### config.mk
export PLATFORM = sky130hd
export DESIGN_NAME = cache_line_fill
export DESIGN_NICKNAME = d
export VERILOG_FILES = /design/src/rtl/cache_pkg.sv /design/src/rtl/cache_victim_sel.sv /design/src/rtl/cache_line_fill.sv
export SDC_FILE = /design/constraint.sdc
export NUM_CORES = 2
export LEC_CHECK = 0
export BUFFER_PORTS_ARGS = -buffer_cell sky130_fd_sc_hd__buf_2
export CAP_MARGIN = 20
export CORE_ASPECT_RATIO = 1.5
export CORE_UTILIZATION = 55
export CTS_CLUSTER_SIZE = 8
export DETAILED_ROUTE_END_ITERATION = 8
export PLACE_DENSITY = 0.81
export SYNTH_ARGS = -nofsm -noshare
export SYNTH_HDL_FRONTEND = slang
export SYNTH_SLANG_ARGS = --single-unit
### constraint.sdc
create_clock -name clk -period 4.36 [get_ports clk]
set_input_delay 0.654 -clock clk [delete_from_list [all_inputs] [get_ports clk]]
set_output_delay 0.654 -clock clk [all_outputs]
set_load 0.1 [all_outputs]
### src/rtl/cache_pkg.sv
`default_nettype none
// ============================================================================
// Module      : cache_pkg
// Description : Shared types and width helpers for the cache line-fill path.
//               fill_state_t encodes the fill sequencer states. woff_bits()
//               and addr_bits() derive the word-offset and memory-address
//               widths from the cache geometry.
// Revision    : 1.0 - initial release
// ============================================================================
package cache_pkg;

    // Fill sequencer state, with an explicit 3-bit encoding.
    typedef enum logic [2:0] {
        IDLE   = 3'd0,
        INVAL  = 3'd1,
        REQ    = 3'd2,
        FILL   = 3'd3,
        COMMIT = 3'd4
    } fill_state_t;

    // Memory addresses are byte addresses of 32-bit words.
    localparam int C_BYTE_OFF_BITS = 2;

    // Width of the word-within-line offset.
    function automatic int woff_bits(input int words_per_line);
        return $clog2(words_per_line);
    endfunction

    // Width of the memory request address: {tag, index, word, byte}.
    function automatic int addr_bits(input int tag_bits, input int index_bits,
                                     input int words_per_line);
        return tag_bits + index_bits + woff_bits(words_per_line) + C_BYTE_OFF_BITS;
    endfunction

endpackage
`default_nettype wire

### src/rtl/cache_victim_sel.sv
`default_nettype none
// ============================================================================
// Module      : cache_victim_sel
// Description : Victim way selection for a line fill. The lowest-numbered
//               empty way wins. If the set has no empty way, the per-set
//               round-robin pointer chooses the victim. The pointer advances
//               only when it supplied the victim.
// Ports       : clk, rst_n        clock, async active-low reset
//               index             set being looked up / updated
//               line_empty        per-way empty flags of that set
//               update            advance rr_ptr[index] past upd_way
//               upd_way           way that was just filled from rr
//               victim            selected way
//               from_empty        victim came from an empty way
// Revision    : 1.0 - initial release
// ============================================================================
module cache_victim_sel
    import cache_pkg::*;
#(
    parameter int N_WAYS     = 2,
    parameter int N_POW      = 4,
    parameter int INDEX_BITS = 8
) (
    input  logic                  clk,
    input  logic                  rst_n,
    input  logic [INDEX_BITS-1:0] index,
    input  logic [N_WAYS-1:0]     line_empty,
    input  logic                  update,
    input  logic [N_POW-1:0]      upd_way,
    output logic [N_POW-1:0]      victim,
    output logic                  from_empty
);

    localparam int               N_SETS     = 2 ** INDEX_BITS;
    localparam logic [N_POW-1:0] C_LAST_WAY = N_POW'(N_WAYS - 1);

    logic [N_POW-1:0] rr_q [N_SETS];
    logic [N_POW-1:0] rr_d [N_SETS];
    logic [N_POW-1:0] w_rr_next;

    // The scan runs from the top way down, so the lowest empty way is the
    // last one assigned and therefore wins.
    always_comb begin
        victim     = rr_q[index];
        from_empty = 1'b0;
        for (int w = N_WAYS - 1; w >= 0; w--) begin
            if (line_empty[w]) begin
                victim     = N_POW'(w);
                from_empty = 1'b1;
            end
        end
    end

    // The pointer wraps explicitly at the last way, so a non-power-of-two
    // way count never yields a way number that does not exist.
    assign w_rr_next = (upd_way >= C_LAST_WAY) ? '0 : upd_way + N_POW'(1);

    always_comb begin
        for (int s = 0; s < N_SETS; s++) begin
            rr_d[s] = rr_q[s];
        end
        if (update) begin
            rr_d[index] = w_rr_next;
        end
    end

    always_ff @(posedge clk or negedge rst_n) begin
        if (!rst_n) begin
            for (int s = 0; s < N_SETS; s++) begin
                rr_q[s] <= '0;
            end
        end else begin
            for (int s = 0; s < N_SETS; s++) begin
                rr_q[s] <= rr_d[s];
            end
        end
    end

endmodule
`default_nettype wire

### src/rtl/cache_line_fill.sv
`default_nettype none
// ============================================================================
// Module      : cache_line_fill
// Description : Cache miss line-fill sequencer. It accepts a miss, picks and
//               invalidates a victim way, and requests the line from memory.
//               It writes each returned beat into the data array, then
//               commits the tag as valid.
//               Sequence: IDLE -> INVAL -> REQ -> FILL -> COMMIT -> IDLE.
// Ports       : miss_*      miss request handshake (miss_ready high in IDLE)
//               line_empty  empty flags of set miss_index, valid with miss_valid
//               mem_req_*   line read request, address {tag,index,0}
//               mem_rsp_*   returned beats, word order 0..WORDS_PER_LINE-1
//               data_*      data array write port
//               tag_*       tag array write port (tag_empty = invalid marker)
//               fill_done   one-cycle pulse on commit, with fill_way
//               fill_count  completed fills
// Config      : CACHE_FILL_STATS_EN - when defined, fill_count counts commits
//               (wrapping at 2**32); otherwise it is tied to zero.
// Revision    : 1.0 - initial release
// ============================================================================
module cache_line_fill
    import cache_pkg::*;
#(
    parameter int  N_WAYS         = 2,
    parameter int  N_POW          = 4,
    parameter int  TAG_BITS       = 20,
    parameter int  INDEX_BITS     = 8,
    parameter int  WORDS_PER_LINE = 4,
    parameter int  DATA_BITS      = 32,
    localparam int WOFF           = woff_bits(WORDS_PER_LINE),
    localparam int ADDR_BITS      = addr_bits(TAG_BITS, INDEX_BITS, WORDS_PER_LINE)
) (
    input  logic                  clk,
    input  logic                  rst_n,
    input  logic                  miss_valid,
    output logic                  miss_ready,
    input  logic [TAG_BITS-1:0]   miss_tag,
    input  logic [INDEX_BITS-1:0] miss_index,
    input  logic [N_WAYS-1:0]     line_empty,
    output logic                  mem_req_valid,
    input  logic                  mem_req_ready,
    output logic [ADDR_BITS-1:0]  mem_req_addr,
    input  logic                  mem_rsp_valid,
    input  logic [DATA_BITS-1:0]  mem_rsp_data,
    output logic                  data_we,
    output logic [N_POW-1:0]      data_way,
    output logic [INDEX_BITS-1:0] data_index,
    output logic [WOFF-1:0]       data_word,
    output logic [DATA_BITS-1:0]  data_wdata,
    output logic                  tag_we,
    output logic [N_POW-1:0]      tag_way,
    output logic [INDEX_BITS-1:0] tag_index,
    output logic [TAG_BITS-1:0]   tag_wdata,
    output logic                  tag_empty,
    output logic                  fill_done,
    output logic [N_POW-1:0]      fill_way,
    output logic [31:0]           fill_count
);

    localparam logic [WOFF-1:0] C_LAST_BEAT = WOFF'(WORDS_PER_LINE - 1);

    fill_state_t           state_q, state_d;
    logic [TAG_BITS-1:0]   tag_q, tag_d;
    logic [INDEX_BITS-1:0] index_q, index_d;
    logic [N_POW-1:0]      victim_q, victim_d;
    logic                  from_empty_q, from_empty_d;
    logic [WOFF-1:0]       beat_q, beat_d;

    logic [INDEX_BITS-1:0] w_sel_index;
    logic [N_POW-1:0]      w_sel_victim;
    logic                  w_sel_from_empty;
    logic                  w_rr_update;
    logic                  w_beat_we;

    // ------------------------------------------------------------------
    // Victim selection. In IDLE the selector looks at the incoming miss.
    // Afterwards it points at the latched set, so the commit-time pointer
    // update lands on the set that was filled.
    // ------------------------------------------------------------------
    assign w_sel_index = (state_q == IDLE) ? miss_index : index_q;
    assign w_rr_update = (state_q == COMMIT) && !from_empty_q;

    cache_victim_sel #(
        .N_WAYS     (N_WAYS),
        .N_POW      (N_POW),
        .INDEX_BITS (INDEX_BITS)
    ) u_victim_sel (
        .clk        (clk),
        .rst_n      (rst_n),
        .index      (w_sel_index),
        .line_empty (line_empty),
        .update     (w_rr_update),
        .upd_way    (victim_q),
        .victim     (w_sel_victim),
        .from_empty (w_sel_from_empty)
    );

    // ------------------------------------------------------------------
    // Next-state logic
    // ------------------------------------------------------------------
    always_comb begin
        state_d      = state_q;
        tag_d        = tag_q;
        index_d      = index_q;
        victim_d     = victim_q;
        from_empty_d = from_empty_q;
        beat_d       = beat_q;

        case (state_q)
            IDLE: begin
                if (miss_valid) begin
                    tag_d        = miss_tag;
                    index_d      = miss_index;
                    victim_d     = w_sel_victim;
                    from_empty_d = w_sel_from_empty;
                    state_d      = INVAL;
                end
            end
            INVAL: begin
                state_d = REQ;
            end
            REQ: begin
                if (mem_req_ready) begin
                    state_d = FILL;
                end
            end
            FILL: begin
                if (mem_rsp_valid) begin
                    // The line length is a power of two, so the counter
                    // wraps to zero by itself after the last beat.
                    beat_d = beat_q + WOFF'(1);
                    if (beat_q == C_LAST_BEAT) begin
                        state_d = COMMIT;
                    end
                end
            end
            COMMIT: begin
                state_d = IDLE;
            end
            default: begin
                state_d = IDLE;
            end
        endcase
    end

    always_ff @(posedge clk or negedge rst_n) begin
        if (!rst_n) begin
            state_q      <= IDLE;
            tag_q        <= '0;
            index_q      <= '0;
            victim_q     <= '0;
            from_empty_q <= 1'b0;
            beat_q       <= '0;
        end else begin
            state_q      <= state_d;
            tag_q        <= tag_d;
            index_q      <= index_d;
            victim_q     <= victim_d;
            from_empty_q <= from_empty_d;
            beat_q       <= beat_d;
        end
    end

    // ------------------------------------------------------------------
    // Outputs, decoded from the current state. Beats are written in the
    // cycle they arrive; beats outside FILL are dropped.
    // ------------------------------------------------------------------
    assign w_beat_we = (state_q == FILL) && mem_rsp_valid;

    always_comb begin
        miss_ready    = 1'b0;
        mem_req_valid = 1'b0;
        data_we       = 1'b0;
        data_wdata    = '0;
        tag_we        = 1'b0;
        tag_empty     = 1'b0;
        fill_done     = 1'b0;

        case (state_q)
            IDLE: begin
                miss_ready = 1'b1;
            end
            INVAL: begin
                // Mark the victim invalid before refilling it, so lookups
                // cannot hit on stale data while the line is half written.
                tag_we    = 1'b1;
                tag_empty = 1'b1;
            end
            REQ: begin
                mem_req_valid = 1'b1;
            end
            FILL: begin
                data_we    = w_beat_we;
                data_wdata = w_beat_we ? mem_rsp_data : '0;
            end
            COMMIT: begin
                tag_we    = 1'b1;
                fill_done = 1'b1;
            end
            default: begin
                miss_ready = 1'b0;
            end
        endcase
    end

    assign mem_req_addr = {tag_q, index_q, {(WOFF + C_BYTE_OFF_BITS){1'b0}}};
    assign data_way     = victim_q;
    assign data_index   = index_q;
    assign data_word    = beat_q;
    assign tag_way      = victim_q;
    assign tag_index    = index_q;
    assign tag_wdata    = tag_q;
    assign fill_way     = victim_q;

    // ------------------------------------------------------------------
    // Fill statistics
    // ------------------------------------------------------------------
`ifdef CACHE_FILL_STATS_EN
    logic [31:0] fill_count_q, fill_count_d;

    always_comb begin
        fill_count_d = fill_count_q;
        if (state_q == COMMIT) begin
            fill_count_d = fill_count_q + 32'd1;
        end
    end

    always_ff @(posedge clk or negedge rst_n) begin
        if (!rst_n) begin
            fill_count_q <= '0;
        end else begin
            fill_count_q <= fill_count_d;
        end
    end

    assign fill_count = fill_count_q;
`else
    assign fill_count = 32'd0;
`endif

endmodule
`default_nettype wire
==> flow_metrics.py <==
metrics = {
    "routing": {
        "detail_route.first_pass.iterations": 6,
        "num_vias": 41500,
        "vias_per_cell": 6.659,
        "drt_iter0_drc": 4945,
        "drt.antenna.violating_nets": 0,
        "post-route-drc-count": 0,
        "wire_per_inst_um": 29.84,
        "drt-total-wl_mm": 186.0,
    },
    "clocking": {
        "htreeDepth": 4,
        "tritoncts.num_buffers": 150,
        "clock_tree_from_tritoncts": "yes",
        "cts.sink_count": 1062,
        "clkSlewWorstSetupHoldPaths_ns": 0.05,
        "max-clock-path-buffers": 3,
        "post-cts-setup-buffers": 0,
        "cts.root.buffer_cell": "sky130_fd_sc_hd__clkbuf_16",
        "worstSkewPairLatency_ns": 0.77,
    },
    "timing": {
        "tns_ns": -0.1876,
        "rsz0062_at_grt": "false",
        "slew_headroom_pct": 9.519,
        "min_period_ns": 4.454,
        "hold_violations": 0,
        "final-max-slew-violation-count": 0,
        "period_share_pct": 102.2,
        "worstMarginPinSlew_ns": 1.343,
        "setup_viol_count_final": 2,
        "fin_ws_ns": -0.09429,
        "fmax_mhz": 224.5,
        "clk_skew_ns": 0.02672,
    },
    "worst_hold_path": {
        "hold_path.class": "in2reg",
    },
    "synth": {
        "synth_edf_count": 0,
        "synth.yosys.seq_area_share_pct": 54.59,
        "netlist.area_leader.share_pct": 54.59,
        "synth.distinct_cells": 79,
        "post_synth.cell_area_avg_um2": 10.07,
        "yosysWarnings": 0,
        "post_synth_instance_area_um2": 48680,
        "yosys.area.top_type": "sky130_fd_sc_hd__dfrtp_1",
        "synth.ff_latch_count": 1062,
        "syn-instance-count": 4832,
        "ys.flop_type": "sky130_fd_sc_hd__dfrtp_1",
        "ys_async_rst_share_pct": 100.0,
        "netlist_top_cells_area": "sky130_fd_sc_hd__dfrtp_1 (55%), sky130_fd_sc_hd__nand2_1 (9.7%), sky130_fd_sc_hd__o21ai_0 (6.5%)",
    },
    "final_layout": {
        "areaGrowthSynthToFinish_pct": 14.31,
        "drive_above_1_share_pct": 17.41,
        "final_nets": 5136,
        "design_area_um2": 55650,
    },
    "place": {
        "gp_routability_congestion": 1.055,
        "numPortBuffers": 182,
        "post-place-ws_ns": 0.1475,
        "dpl-instance-area_um2": 51590,
        "dp_hpwl_mm": 123.6,
    },
    "job": {
        "timing.max_cap.violations": 0,
    },
    "worst_setup_path": {
        "critical_path_required_ns": 5.03,
        "path_class": "reg2reg",
        "crit_path_start_kind": "flip-flop",
        "worstPathArrival_ns": 5.12,
        "worst-path-max-fanout": 36,
        "cp-end-kind": "flip-flop",
    },
    "power_and_ir_drop": {
        "irDropWorstVdd_mv": 1.462,
        "pwr_density_cell_nw_per_um2": 615.6,
        "internal-power_w": 0.01905,
        "total_leakage_power_nw": 25.48,
        "share_comb_of_total_power_pct": 39.4,
        "p_sw_share_pct": 44.40,
        "total_switching_power_w": 0.01521,
        "p_seq_share_pct": 30.2,
        "power.clock.fraction_pct": 30.4,
        "pwr_total_w": 0.03425,
    },
    "status": {
        "outcome": "complete, but fails checks",
        "failing_checks": "negative setup slack",
    },
    "global_route": {
        "antenna_found_initial": 10,
        "grt_overflow_total": 0,
        "grt_pass1_wl_mm": 271.8,
        "grt_pass1_vias": 41130,
        "grt.total_usage_pct": 41.97,
        "grt_max_degree": 198,
    },
    "die": {
        "chipHeight_um": 366.4,
        "floorplan.die_area_um2": 89730,
        "boundaryPins": 219,
        "core-area_um2": 87700,
        "initial_standard_cell_utilization_of_the_core_pct": 55.51,
        "rows": 133,
        "floorplan.die.width_um": 244.9,
    },
}
==> cells in the final DEF, fill, tap and decap left out, drive strengths merged, types with 17 or more instances in the layout <==
| cell | synthesis | layout |
|---|---|---|
| a21oi | 43 | 43 |
| o22ai | 24 | 24 |
| a31oi | 35 | 35 |
| clkbuf | 177 | 152 |
| nand2 | 1255 | 1255 |
| buf | 195 | 417 |
| nand4 | 25 | 25 |
| conb | 1 | 36 |
| mux2 | 190 | 190 |
| a311oi | 17 | 17 |
| mux2i | 154 | 154 |
| and3 | 104 | 104 |
| nor2b | 69 | 69 |
| a2111oi | 18 | 18 |
| nor2 | 111 | 111 |
| mux4 | 62 | 62 |
| a32oi | 35 | 35 |
| o21ai | 634 | 634 |
| a211oi | 103 | 103 |
| dfrtp | 1062 | 1062 |
| nand3 | 103 | 103 |
| and2 | 242 | 242 |
==> through the flow <==
step           hold WS (ns)  cells  util (%)
2_1_floorplan        0.3584   4867         -
3_3_place_gp         0.4539   6058     58.83
3_5_place_dp         0.4623   6058     58.83
4_1_cts             0.05635   6225     63.41
5_1_grt             0.08927   6226     63.43
6_report            0.08261   6232     63.45
==> per-layer routing <==
metal / routed length (um) / vias to the layer above / global-route usage (%)
met5: 41 / - / 0
met4: 22380 / 6 / 40.94
met3: 21050 / 1116 / 13.05
met2: 83020 / 3218 / 63.42
met1: 59480 / 20080 / 46.35
li1: - / 17080 / -
==> timing repair <==
item	4_1_cts	5_1_grt
endpoints found under the hold margin	21	0
resized for setup	0	0
hold buffers	1	0
==> registers in the layout, summed over array words and instances, names as in the netlist <==
| signal | count |
|---|---|
| state_q | 3 |
| data_word | 2 |
| data_way | 4 |
| data_index | 8 |
| from_empty_q | 1 |
| tag_wdata | 20 |
| u_victim_sel.rr_q | 1024 |
==> power by group through the flow <==
stage	clock [W]	sequential [W]	combinational (W)
3_3_place_gp	0	0.0105	0.0127
5_1_grt	0.0108	0.0103	0.0135
4_1_cts	0.0104	0.0103	0.0128
2_1_floorplan	0	0.0113	0.00719
3_5_place_dp	0	0.0105	0.0128
6_report	0.0104	0.0103	0.0135
==> cell usage after synthesis, drive strengths merged, types with 6 or more instances <==
master,n
and3,104
nand2,1255
o31a,6
a311oi,17
o21ai,634
nor2b,69
a22oi,15
nor3,10
nor4bb,8
dfrtp,1062
mux2i,154
and2,242
o221ai,10
a32oi,35
clkbuf,177
a211oi,103
a21oi,43
nand3,103
o31ai,8
nor4b,6
o41ai,15
mux2,190
o22ai,24
nor2,111
a2111oi,18
mux4,62
nand2b,12
a221oi,11
o211ai,8
a22o,9
nand4,25
a31oi,35
buf,195
==> layout make-up <==
cell class	count	area (um2)
multi-input cells	3427	20450
inverters	6	22.52
clock buffers	152	3792
repair buffers	418	3136
well taps	1147	1435
clock inverters	14	219.0
flip-flops and latches	1062	26580
fillers	6716	32050
diodes	6	15.01
==> critical path: stages (launching register included) <==
cell                       delay [ns]
sky130_fd_sc_hd__dfrtp_1         0.46
sky130_fd_sc_hd__or3_2           0.40
sky130_fd_sc_hd__clkinv_1        0.31
sky130_fd_sc_hd__buf_12          0.26
sky130_fd_sc_hd__nand3_1         0.10
sky130_fd_sc_hd__and2_1          0.61
sky130_fd_sc_hd__a21oi_1         0.25
sky130_fd_sc_hd__o311ai_0        1.16
sky130_fd_sc_hd__o21ai_0         0.43
sky130_fd_sc_hd__o41ai_2         0.37
==> kinds of logic (layout without fill, tap and decap cells) <==
family | Yosys count | count (layout) | share of synthesized area, %
mux | 406 | 406 | 10.50
flops | 1062 | 1062 | 54.59
other cells | 1 | 42 | 0.007703
fa+ha+maj | 4 | 4 | 0.1028
simple gates | 1965 | 1965 | 18.14
compound gates | 1015 | 1015 | 12.49
buf+inv | 378 | 590 | 4.143
xor+xnor | 1 | 1 | 0.01800
==> path summary, 6_finish.rpt <==
kind / from / to / slack, ns / depth (start not counted)
max: state_q[2] / data_way[3] / -0.09 / 9
min: miss_tag[5] / tag_wdata[5] / 0.08 / 3
max reg2reg: state_q[2] / data_way[3] / -0.09 / 9
min reg2reg: u_victim_sel.rr_q[745] / u_victim_sel.rr_q[745] / 0.47 / 2
max in group asynchronous: rst_n / u_victim_sel.rr_q[263] / 2.52 / 3
min in group asynchronous: rst_n / u_victim_sel.rr_q[871] / 0.53 / 2
(Power assumes the default switching activity.)
